`src/rtl/ysyx_25060170_pkg.sv`:
```
`default_nettype none
// ============================================================================
// Module   : ysyx_25060170_pkg
// Purpose  : Shared RV32I decode definitions for the NPC decode stage.
//            Holds opcode constants, immediate-format enum and the
//            control half of the decoded bundle.
// Revision : 1.0 - initial release
// ============================================================================
package ysyx_25060170_pkg;

  // Major opcodes (inst[6:0]) of the RV32I base ISA
  localparam logic [6:0] c_opc_lui      = 7'b0110111;
  localparam logic [6:0] c_opc_auipc    = 7'b0010111;
  localparam logic [6:0] c_opc_jal      = 7'b1101111;
  localparam logic [6:0] c_opc_jalr     = 7'b1100111;
  localparam logic [6:0] c_opc_branch   = 7'b1100011;
  localparam logic [6:0] c_opc_load     = 7'b0000011;
  localparam logic [6:0] c_opc_store    = 7'b0100011;
  localparam logic [6:0] c_opc_op_imm   = 7'b0010011;
  localparam logic [6:0] c_opc_op       = 7'b0110011;
  localparam logic [6:0] c_opc_misc_mem = 7'b0001111;
  localparam logic [6:0] c_opc_system   = 7'b1110011;

  // The only two SYSTEM encodings this core accepts
  localparam logic [31:0] c_inst_ecall  = 32'h0000_0073;
  localparam logic [31:0] c_inst_ebreak = 32'h0010_0073;

  typedef enum logic [2:0] {
    IMM_NONE = 3'd0,
    IMM_I    = 3'd1,
    IMM_S    = 3'd2,
    IMM_B    = 3'd3,
    IMM_U    = 3'd4,
    IMM_J    = 3'd5
  } imm_type_e;

  // XLEN-independent part of the decoded bundle
  typedef struct packed {
    logic [4:0] rd;
    logic [6:0] opcode;
    logic [6:0] funct7;
    logic [2:0] funct3;
    logic       is_ebreak;
    logic       is_ecall;
    logic       illegal;
  } dec_ctrl_t;

endpackage
`default_nettype wire

```
`src/rtl/ysyx_25060170_idu_dec.sv`:
```
`default_nettype none
// ============================================================================
// Module   : ysyx_25060170_idu_dec
// Purpose  : Combinational RV32I decoder: immediates, operand selection,
//            legality check and SYSTEM flags.
// Revision : 1.0 - initial release
// ============================================================================
module ysyx_25060170_idu_dec
  import ysyx_25060170_pkg::*;
#(
  parameter int XLEN    = 32,
  parameter int PC_INCR = 4
) (
  input  logic [31:0]     inst,
  input  logic [XLEN-1:0] pc,
  input  logic [XLEN-1:0] rs1_data,
  input  logic [XLEN-1:0] rs2_data,
  output logic [XLEN-1:0] imm,
  output logic [XLEN-1:0] op_1,
  output logic [XLEN-1:0] op_2,
  output logic [XLEN-1:0] op_3,
  output logic [XLEN-1:0] op_4,
  output dec_ctrl_t       ctrl
);

  logic [6:0]  w_opc;
  logic [2:0]  w_f3;
  logic [6:0]  w_f7;
  logic [31:0] w_imm_i, w_imm_s, w_imm_b, w_imm_u, w_imm_j, w_imm32;
  imm_type_e   w_imm_type;
  logic        w_illegal, w_ecall, w_ebreak;
  logic        w_op1_pc, w_op1_rs1, w_op2_imm, w_op2_rs2, w_link;

  assign w_opc = inst[6:0];
  assign w_f3  = inst[14:12];
  assign w_f7  = inst[31:25];

  assign w_imm_i = {{20{inst[31]}}, inst[31:20]};
  assign w_imm_s = {{20{inst[31]}}, inst[31:25], inst[11:7]};
  assign w_imm_b = {{19{inst[31]}}, inst[31], inst[7], inst[30:25], inst[11:8], 1'b0};
  assign w_imm_u = {inst[31:12], 12'b0};
  assign w_imm_j = {{11{inst[31]}}, inst[31], inst[19:12], inst[20], inst[30:21], 1'b0};

  assign w_ecall  = (inst == c_inst_ecall);
  assign w_ebreak = (inst == c_inst_ebreak);

  // Classify the opcode: immediate format, operand sources and legality
  always_comb begin
    w_imm_type = IMM_NONE;
    w_illegal  = 1'b0;
    w_op1_pc   = 1'b0;
    w_op1_rs1  = 1'b0;
    w_op2_imm  = 1'b0;
    w_op2_rs2  = 1'b0;
    w_link     = 1'b0;
    case (w_opc)
      c_opc_lui: begin
        w_imm_type = IMM_U;
        w_op2_imm  = 1'b1;
      end
      c_opc_auipc: begin
        w_imm_type = IMM_U;
        w_op1_pc   = 1'b1;
        w_op2_imm  = 1'b1;
      end
      c_opc_jal: begin
        w_imm_type = IMM_J;
        w_op1_pc   = 1'b1;
        w_op2_imm  = 1'b1;
        w_link     = 1'b1;
      end
      c_opc_jalr: begin
        w_imm_type = IMM_I;
        w_op1_rs1  = 1'b1;
        w_op2_imm  = 1'b1;
        w_link     = 1'b1;
        w_illegal  = (w_f3 != 3'b000);
      end
      c_opc_branch: begin
        w_imm_type = IMM_B;
        w_op1_pc   = 1'b1;
        w_op2_imm  = 1'b1;
        w_illegal  = (w_f3 == 3'b010) || (w_f3 == 3'b011);
      end
      c_opc_load: begin
        w_imm_type = IMM_I;
        w_op1_rs1  = 1'b1;
        w_op2_imm  = 1'b1;
        w_illegal  = (w_f3 == 3'b011) || (w_f3 == 3'b110) || (w_f3 == 3'b111);
      end
      c_opc_store: begin
        w_imm_type = IMM_S;
        w_op1_rs1  = 1'b1;
        w_op2_imm  = 1'b1;
        w_illegal  = (w_f3 >= 3'b011);
      end
      c_opc_op_imm: begin
        w_imm_type = IMM_I;
        w_op1_rs1  = 1'b1;
        w_op2_imm  = 1'b1;
        if (w_f3 == 3'b001)
          w_illegal = (w_f7 != 7'b0000000);
        else if (w_f3 == 3'b101)
          w_illegal = (w_f7 != 7'b0000000) && (w_f7 != 7'b0100000);
      end
      c_opc_op: begin
        w_op1_rs1 = 1'b1;
        w_op2_rs2 = 1'b1;
        w_illegal = ((w_f7 != 7'b0000000) && (w_f7 != 7'b0100000)) ||
                    ((w_f7 == 7'b0100000) && (w_f3 != 3'b000) && (w_f3 != 3'b101));
      end
      c_opc_misc_mem: begin
        w_illegal = 1'b0;
      end
      c_opc_system: begin
        w_illegal = !(w_ecall || w_ebreak);
      end
      default: begin
        w_illegal = 1'b1;
      end
    endcase
  end

  // Select the 32-bit immediate for the decoded format
  always_comb begin
    w_imm32 = 32'b0;
    case (w_imm_type)
      IMM_I:   w_imm32 = w_imm_i;
      IMM_S:   w_imm32 = w_imm_s;
      IMM_B:   w_imm32 = w_imm_b;
      IMM_U:   w_imm32 = w_imm_u;
      IMM_J:   w_imm32 = w_imm_j;
      default: w_imm32 = 32'b0;
    endcase
  end

  if (XLEN == 32) begin : g_imm_xlen32
    assign imm = w_imm32;
  end else begin : g_imm_wide
    assign imm = {{(XLEN-32){w_imm32[31]}}, w_imm32};
  end

  // Build operands; illegal instructions carry all-zero operands
  always_comb begin
    op_1 = '0;
    op_2 = '0;
    op_3 = '0;
    op_4 = '0;
    if (!w_illegal) begin
      if (w_op1_pc)  op_1 = pc;
      if (w_op1_rs1) op_1 = rs1_data;
      if (w_op2_imm) op_2 = imm;
      if (w_op2_rs2) op_2 = rs2_data;
      if (w_link) begin
        op_3 = pc;
        op_4 = XLEN'(PC_INCR);
      end
    end
  end

  assign ctrl = '{
    rd:        inst[11:7],
    opcode:    w_opc,
    funct7:    w_f7,
    funct3:    w_f3,
    is_ebreak: w_ebreak,
    is_ecall:  w_ecall,
    illegal:   w_illegal
  };

endmodule
`default_nettype wire

```
`src/rtl/ysyx_25060170_idu_pipe.sv`:
```
`default_nettype none
// ============================================================================
// Module   : ysyx_25060170_idu_pipe
// Purpose  : Registered IDU stage: valid/ready input, decode at accept,
//            output register with one-entry skid buffer, flush and a
//            saturating stall counter.
// Revision : 1.0 - initial release
// ============================================================================
module ysyx_25060170_idu_pipe
  import ysyx_25060170_pkg::*;
#(
  parameter int XLEN    = 32,
  parameter int PC_INCR = 4,
  parameter int CNT_W   = 16
) (
  input  logic             clk,
  input  logic             rst,
  input  logic             in_valid,
  output logic             in_ready,
  input  logic [XLEN-1:0]  pc_i,
  input  logic [31:0]      inst_i,
  output logic [4:0]       rs1_raddr_o,
  output logic [4:0]       rs2_raddr_o,
  input  logic [XLEN-1:0]  reg1_rdata_i,
  input  logic [XLEN-1:0]  reg2_rdata_i,
  input  logic             flush,
  output logic             out_valid,
  input  logic             out_ready,
  output logic [XLEN-1:0]  pc_o,
  output logic [XLEN-1:0]  imm_o,
  output logic [XLEN-1:0]  rs1_data_o,
  output logic [XLEN-1:0]  rs2_data_o,
  output logic [XLEN-1:0]  op_1,
  output logic [XLEN-1:0]  op_2,
  output logic [XLEN-1:0]  op_3,
  output logic [XLEN-1:0]  op_4,
  output logic [4:0]       rd_addr,
  output logic [6:0]       opcode,
  output logic [6:0]       funct7,
  output logic [2:0]       funct3,
  output logic             is_ebreak,
  output logic             is_ecall,
  output logic             illegal,
  output logic [CNT_W-1:0] stall_cnt
);

  typedef struct packed {
    logic [XLEN-1:0] pc;
    logic [XLEN-1:0] imm;
    logic [XLEN-1:0] rs1;
    logic [XLEN-1:0] rs2;
    logic [XLEN-1:0] op1;
    logic [XLEN-1:0] op2;
    logic [XLEN-1:0] op3;
    logic [XLEN-1:0] op4;
    dec_ctrl_t       ctrl;
  } bundle_t;

  logic [XLEN-1:0]  w_imm, w_op1, w_op2, w_op3, w_op4;
  dec_ctrl_t        w_ctrl;
  bundle_t          w_new;
  bundle_t          r_out, r_skid;
  logic             r_out_valid, r_skid_valid;
  logic             w_accept, w_load_out;
  logic [CNT_W-1:0] r_stall_cnt;

  assign rs1_raddr_o = inst_i[19:15];
  assign rs2_raddr_o = inst_i[24:20];

  ysyx_25060170_idu_dec #(
    .XLEN    (XLEN),
    .PC_INCR (PC_INCR)
  ) u_dec (
    .inst     (inst_i),
    .pc       (pc_i),
    .rs1_data (reg1_rdata_i),
    .rs2_data (reg2_rdata_i),
    .imm      (w_imm),
    .op_1     (w_op1),
    .op_2     (w_op2),
    .op_3     (w_op3),
    .op_4     (w_op4),
    .ctrl     (w_ctrl)
  );

  assign w_new = '{
    pc:   pc_i,
    imm:  w_imm,
    rs1:  reg1_rdata_i,
    rs2:  reg2_rdata_i,
    op1:  w_op1,
    op2:  w_op2,
    op3:  w_op3,
    op4:  w_op4,
    ctrl: w_ctrl
  };

  // in_ready depends only on skid occupancy, never on out_ready
  assign in_ready   = !r_skid_valid;
  assign w_accept   = in_valid && in_ready;
  assign w_load_out = !r_out_valid || out_ready;

  // Output register plus skid entry; flush empties both and wins over loads
  always_ff @(posedge clk or posedge rst) begin
    if (rst) begin
      r_out_valid  <= 1'b0;
      r_skid_valid <= 1'b0;
      r_out        <= '0;
      r_skid       <= '0;
    end else if (flush) begin
      r_out_valid  <= 1'b0;
      r_skid_valid <= 1'b0;
    end else if (w_load_out) begin
      if (r_skid_valid) begin
        r_out        <= r_skid;
        r_out_valid  <= 1'b1;
        r_skid_valid <= 1'b0;
      end else if (w_accept) begin
        r_out        <= w_new;
        r_out_valid  <= 1'b1;
      end else begin
        r_out_valid  <= 1'b0;
      end
    end else if (w_accept) begin
      r_skid       <= w_new;
      r_skid_valid <= 1'b1;
    end
  end

  // Count cycles where EXU back-pressures a valid bundle; sticks at all-ones
  always_ff @(posedge clk or posedge rst) begin
    if (rst) begin
      r_stall_cnt <= '0;
    end else if (r_out_valid && !out_ready && (r_stall_cnt != {CNT_W{1'b1}})) begin
      r_stall_cnt <= r_stall_cnt + CNT_W'(1);
    end
  end

  assign out_valid  = r_out_valid;
  assign pc_o       = r_out.pc;
  assign imm_o      = r_out.imm;
  assign rs1_data_o = r_out.rs1;
  assign rs2_data_o = r_out.rs2;
  assign op_1       = r_out.op1;
  assign op_2       = r_out.op2;
  assign op_3       = r_out.op3;
  assign op_4       = r_out.op4;
  assign rd_addr    = r_out.ctrl.rd;
  assign opcode     = r_out.ctrl.opcode;
  assign funct7     = r_out.ctrl.funct7;
  assign funct3     = r_out.ctrl.funct3;
  assign is_ebreak  = r_out.ctrl.is_ebreak;
  assign is_ecall   = r_out.ctrl.is_ecall;
  assign illegal    = r_out.ctrl.illegal;
  assign stall_cnt  = r_stall_cnt;

endmodule
`default_nettype wire
```
`config.mk`:
```
export PLATFORM = sky130hd
export DESIGN_NAME = ysyx_25060170_idu_pipe
export DESIGN_NICKNAME = d
export VERILOG_FILES = /design/src/rtl/ysyx_25060170_pkg.sv /design/src/rtl/ysyx_25060170_idu_dec.sv /design/src/rtl/ysyx_25060170_idu_pipe.sv
export SDC_FILE = /design/constraint.sdc
export NUM_CORES = 1
export LEC_CHECK = 0
export BUFFER_PORTS_ARGS = -buffer_cell sky130_fd_sc_hd__clkbuf_2
export CORE_ASPECT_RATIO = 0.8
export CORE_MARGIN = 1
export CORE_UTILIZATION = 50
export CTS_BUF_LIST = sky130_fd_sc_hd__clkbuf_16
export DETAILED_ROUTE_END_ITERATION = 6
export HOLD_SLACK_MARGIN = 0.02
export PLACE_DENSITY = 0.84
export SYNTH_ARGS = -nofsm -noshare
export SYNTH_HDL_FRONTEND = slang
export SYNTH_SLANG_ARGS = --single-unit
```
`constraint.sdc`:
```
create_clock -name clk -period 28.9 [get_ports clk]
set_input_delay 0 -clock clk [delete_from_list [all_inputs] [get_ports clk]]
set_output_delay 0 -clock clk [all_outputs]
set_load 0.05 [all_outputs]
```
==> impl_metrics.ini <==
[synthesis]
synth_cell_type_count = 58
syn-cell-area_um2 = 23100
synth-seq-cells = 518
ys_seq_area_share_pct = 56.0
avgSynthCellArea_um2 = 9.36
synthCells = 2472
ys.flop_type = dfrtp_1
postSynth.asyncResetShare_pct = 100
synth_edf_count = 0
ys_warn_count = 0

[worst_setup_path]
slowest_delay_ns = 1.00
cp_top_family = buffers and inverters
critPathRequiredTime_ns = 29.31
crit_slowest_cell = buf_4
worstSetupPathType = reg2reg
crit_path_frequent_cell = buf_4
critPathMaxFanout = 115
cp-end-kind = flip-flop
worstPathCellList = nor2_1, or3_4, buf_4, buf_4, o21ai_0
crit_buf_inv = 2
cp-start-kind = flip-flop
critPathArrivalTime_ns = 4.68

[placement]
hpwl_um = 44700
place_ws_ns = 24.79
numPortBuffers = 410
gp_congestion = 0.914
dp_cells = 3313

[clock_network]
postCtsSetupBuffers = 0
clk_latency_ns = 0.60
htreeDepth = 2
clkSinkCount = 518
cts_buffers = 52
clkTransAtPathRegs_ns = 0.06
clockBufferDepth = 3
cts_root_buf = clkbuf_16
cts_tree = built

[floorplanning]
core_area_um2 = 45600
start_util_pct = 50.7
dieArea_um2 = 47100
pin_count = 442
rows = 70
die_h_um = 194
die_w_um = 242

[layout]
final_cell_mix = nand2_1, dfrtp_1, clkbuf_2, o21ai_0, dlygate4sd3_1
final_nets = 3036
fillers = 3537
area_delta_synth_final_pct = 22.5
layout_commonest_cell = nand2_1
instances_no_fill = 3553
drive_gt1_share_pct = 18.4

[pwr]
intPower_w = 0.00127
clockPowerShare_pct = 36.2
seqPwrFrac_pct = 45.5
swShare_pct = 31.9
powerDensity_nw_per_um2 = 65.9
p_sw_w = 0.000595
p_comb_share_pct = 18.3
leakagePower_nw = 14.1
vdd_drop_max_uv = 65.5

[sta]
hold_viol_final = 0
fin_ws_ns = 24.63
finalSetupViolations = 0
slew_violations = 0
fmax_mhz = 234
grt_setup_unrepaired = no
post-route-period-util_pct = 14.8
fin_crit_ns = 4.27
fin_tns_setup_ns = 0
timing.max_slew.rel_slack_pct = 16.0
tightest_slew_ns = 1.26
fin_worst_skew_ns = 0.0222

[detailed_routing]
via_per_inst = 5.88
first_pass_iters = 6
wl_per_cell_um = 20.4
ant_nets = 0
vias = 20900
finalWirelength_um = 72500
drc = 0
drtIter0Drc = 2329

[flow_run]
max_cap_viol_count = 0

[status]
outcome = finished clean

[global_route]
overflow = 0
grt_pass1_vias = 20700
gr-usage-all-layers_pct = 30.6
grt_max_degree = 116
grt_pass1_wl_um = 115000
antenna_found_initial = 2

[hold_path]
min_path_type = in2async
worst reg2reg max path, stage by stage (launching register included):
cell     delay [ns]
dfrtp_4        0.71
nor2_1         0.41
or3_4          0.73
buf_4          0.90
buf_4          1.01
o21ai_0        0.34
what timing repair did:
| item | 4_1_cts | 5_1_grt |
|---|---|---|
| resized for setup | 0 | 0 |
| hold buffers | 147 | 0 |
| hold endpoints to repair | 581 | 0 |
worst paths after layout:
| check | from | end | slack (ns) | depth (start not counted) |
|---|---|---|---|---|
| max | r_skid_valid | rs2_data_o[21] | 24.63 | 5 |
| max reg2reg | r_skid_valid | rs2_data_o[21] | 24.63 | 5 |
| max in group asynchronous | rst | r_skid_valid | 25.84 | 6 |
| min reg2reg | r_skid[151] | r_skid[151] | 0.47 | 2 |
| min in group clk | reg2_rdata_i[28] | r_skid[181] | 0.18 | 4 |
| min | rst | funct3[0] | 0.09 | 3 |
layer usage:
layer | global-route usage (%) | routed length (µm)
met5 | 0 | 13
met4 | 14.4 | 3540
met3 | 8.24 | 7860
met2 | 46.6 | 32800
met1 | 40.9 | 28300
sequential cells by signal, summed over array words and instances (netlist names):
register / cells
funct3: 3
funct7: 7
illegal: 1
imm_o: 32
is_ebreak: 1
is_ecall: 1
op_1: 32
op_2: 32
op_3: 32
op_4: 1
opcode: 7
out_valid: 1
pc_o: 32
r_skid: 250
r_skid_valid: 1
rd_addr: 5
rs1_data_o: 32
rs2_data_o: 32
stall_cnt: 16
per-stage QoR:
stage,util [%],total power (W),hold slack [ns],area [µm²]
floorplan,-,0.00108,0.0631,23200
global placement,55.2,0.00116,0.202,25200
detailed placement,55.2,0.00118,0.207,25200
CTS,62.1,0.00187,0.135,28300
global route,62.1,0.00193,0.171,28300
finish,62.1,0.00187,0.0880,28300
cells by family after synthesis:
| logic type | count (synthesis) | share of synthesized area (%) |
|---|---|---|
| xor gates and xnor gates | 17 | 0.644 |
| DFF | 518 | 56.0 |
| AOI/OAI and AO/OA | 595 | 14.5 |
| muxes | 137 | 5.95 |
| buffers and inverters | 243 | 4.90 |
| adders and majority gates | 1 | 0.0541 |
| other | 1 | 0.0162 |
| and+or+nand+nor | 960 | 17.9 |
cell usage after synthesis, drive strengths merged (3+ instances only):
cell    instances  area (µm²)
a21bo           9        90.1
a21o           13        97.6
a21oi         140         701
a22o           38         333
and2            6        37.5
and3           99         619
and4            3        26.3
buf            78         512
clkbuf        158         596
dfrtp         518       13000
inv             7        26.3
mux2            3        33.8
mux2i         134        1340
nand2         660        2480
nand3          87         435
nand4          11        68.8
nor2           57         214
nor2b           4        25.0
nor3           10        55.1
nor4            7        65.1
o21ai         346        1730
o22ai           3        18.8
o31ai          30         225
or2             5        31.3
xnor2          12         105
xor2            5        43.8
power by group through the flow:
| stage | logic (W) | registers (W) | clock network, W |
|---|---|---|---|
| after detailed placement | 0.000316 | 0.000859 | 0 |
| after floorplan | 0.000121 | 0.000963 | 0 |
| after global placement | 0.000308 | 0.000854 | 0 |
| after CTS | 0.000337 | 0.000847 | 0.000682 |
| final | 0.000342 | 0.000850 | 0.000676 |
| after global routing | 0.000365 | 0.000857 | 0.000711 |
area by class of cell:
type,instances,area [µm²],share of cell area [%]
flip-flops and latches,518,13000,45.8
diodes,1,2.50,0.00883
clock inverters,39,345,1.22
repair buffers,582,3710,13.1
multi-input cells,1741,9190,32.4
well taps,612,766,2.70
clock buffers,53,1330,4.68
inverters,7,33.8,0.119
No activity file was read; power rests on OpenSTA's default activity.
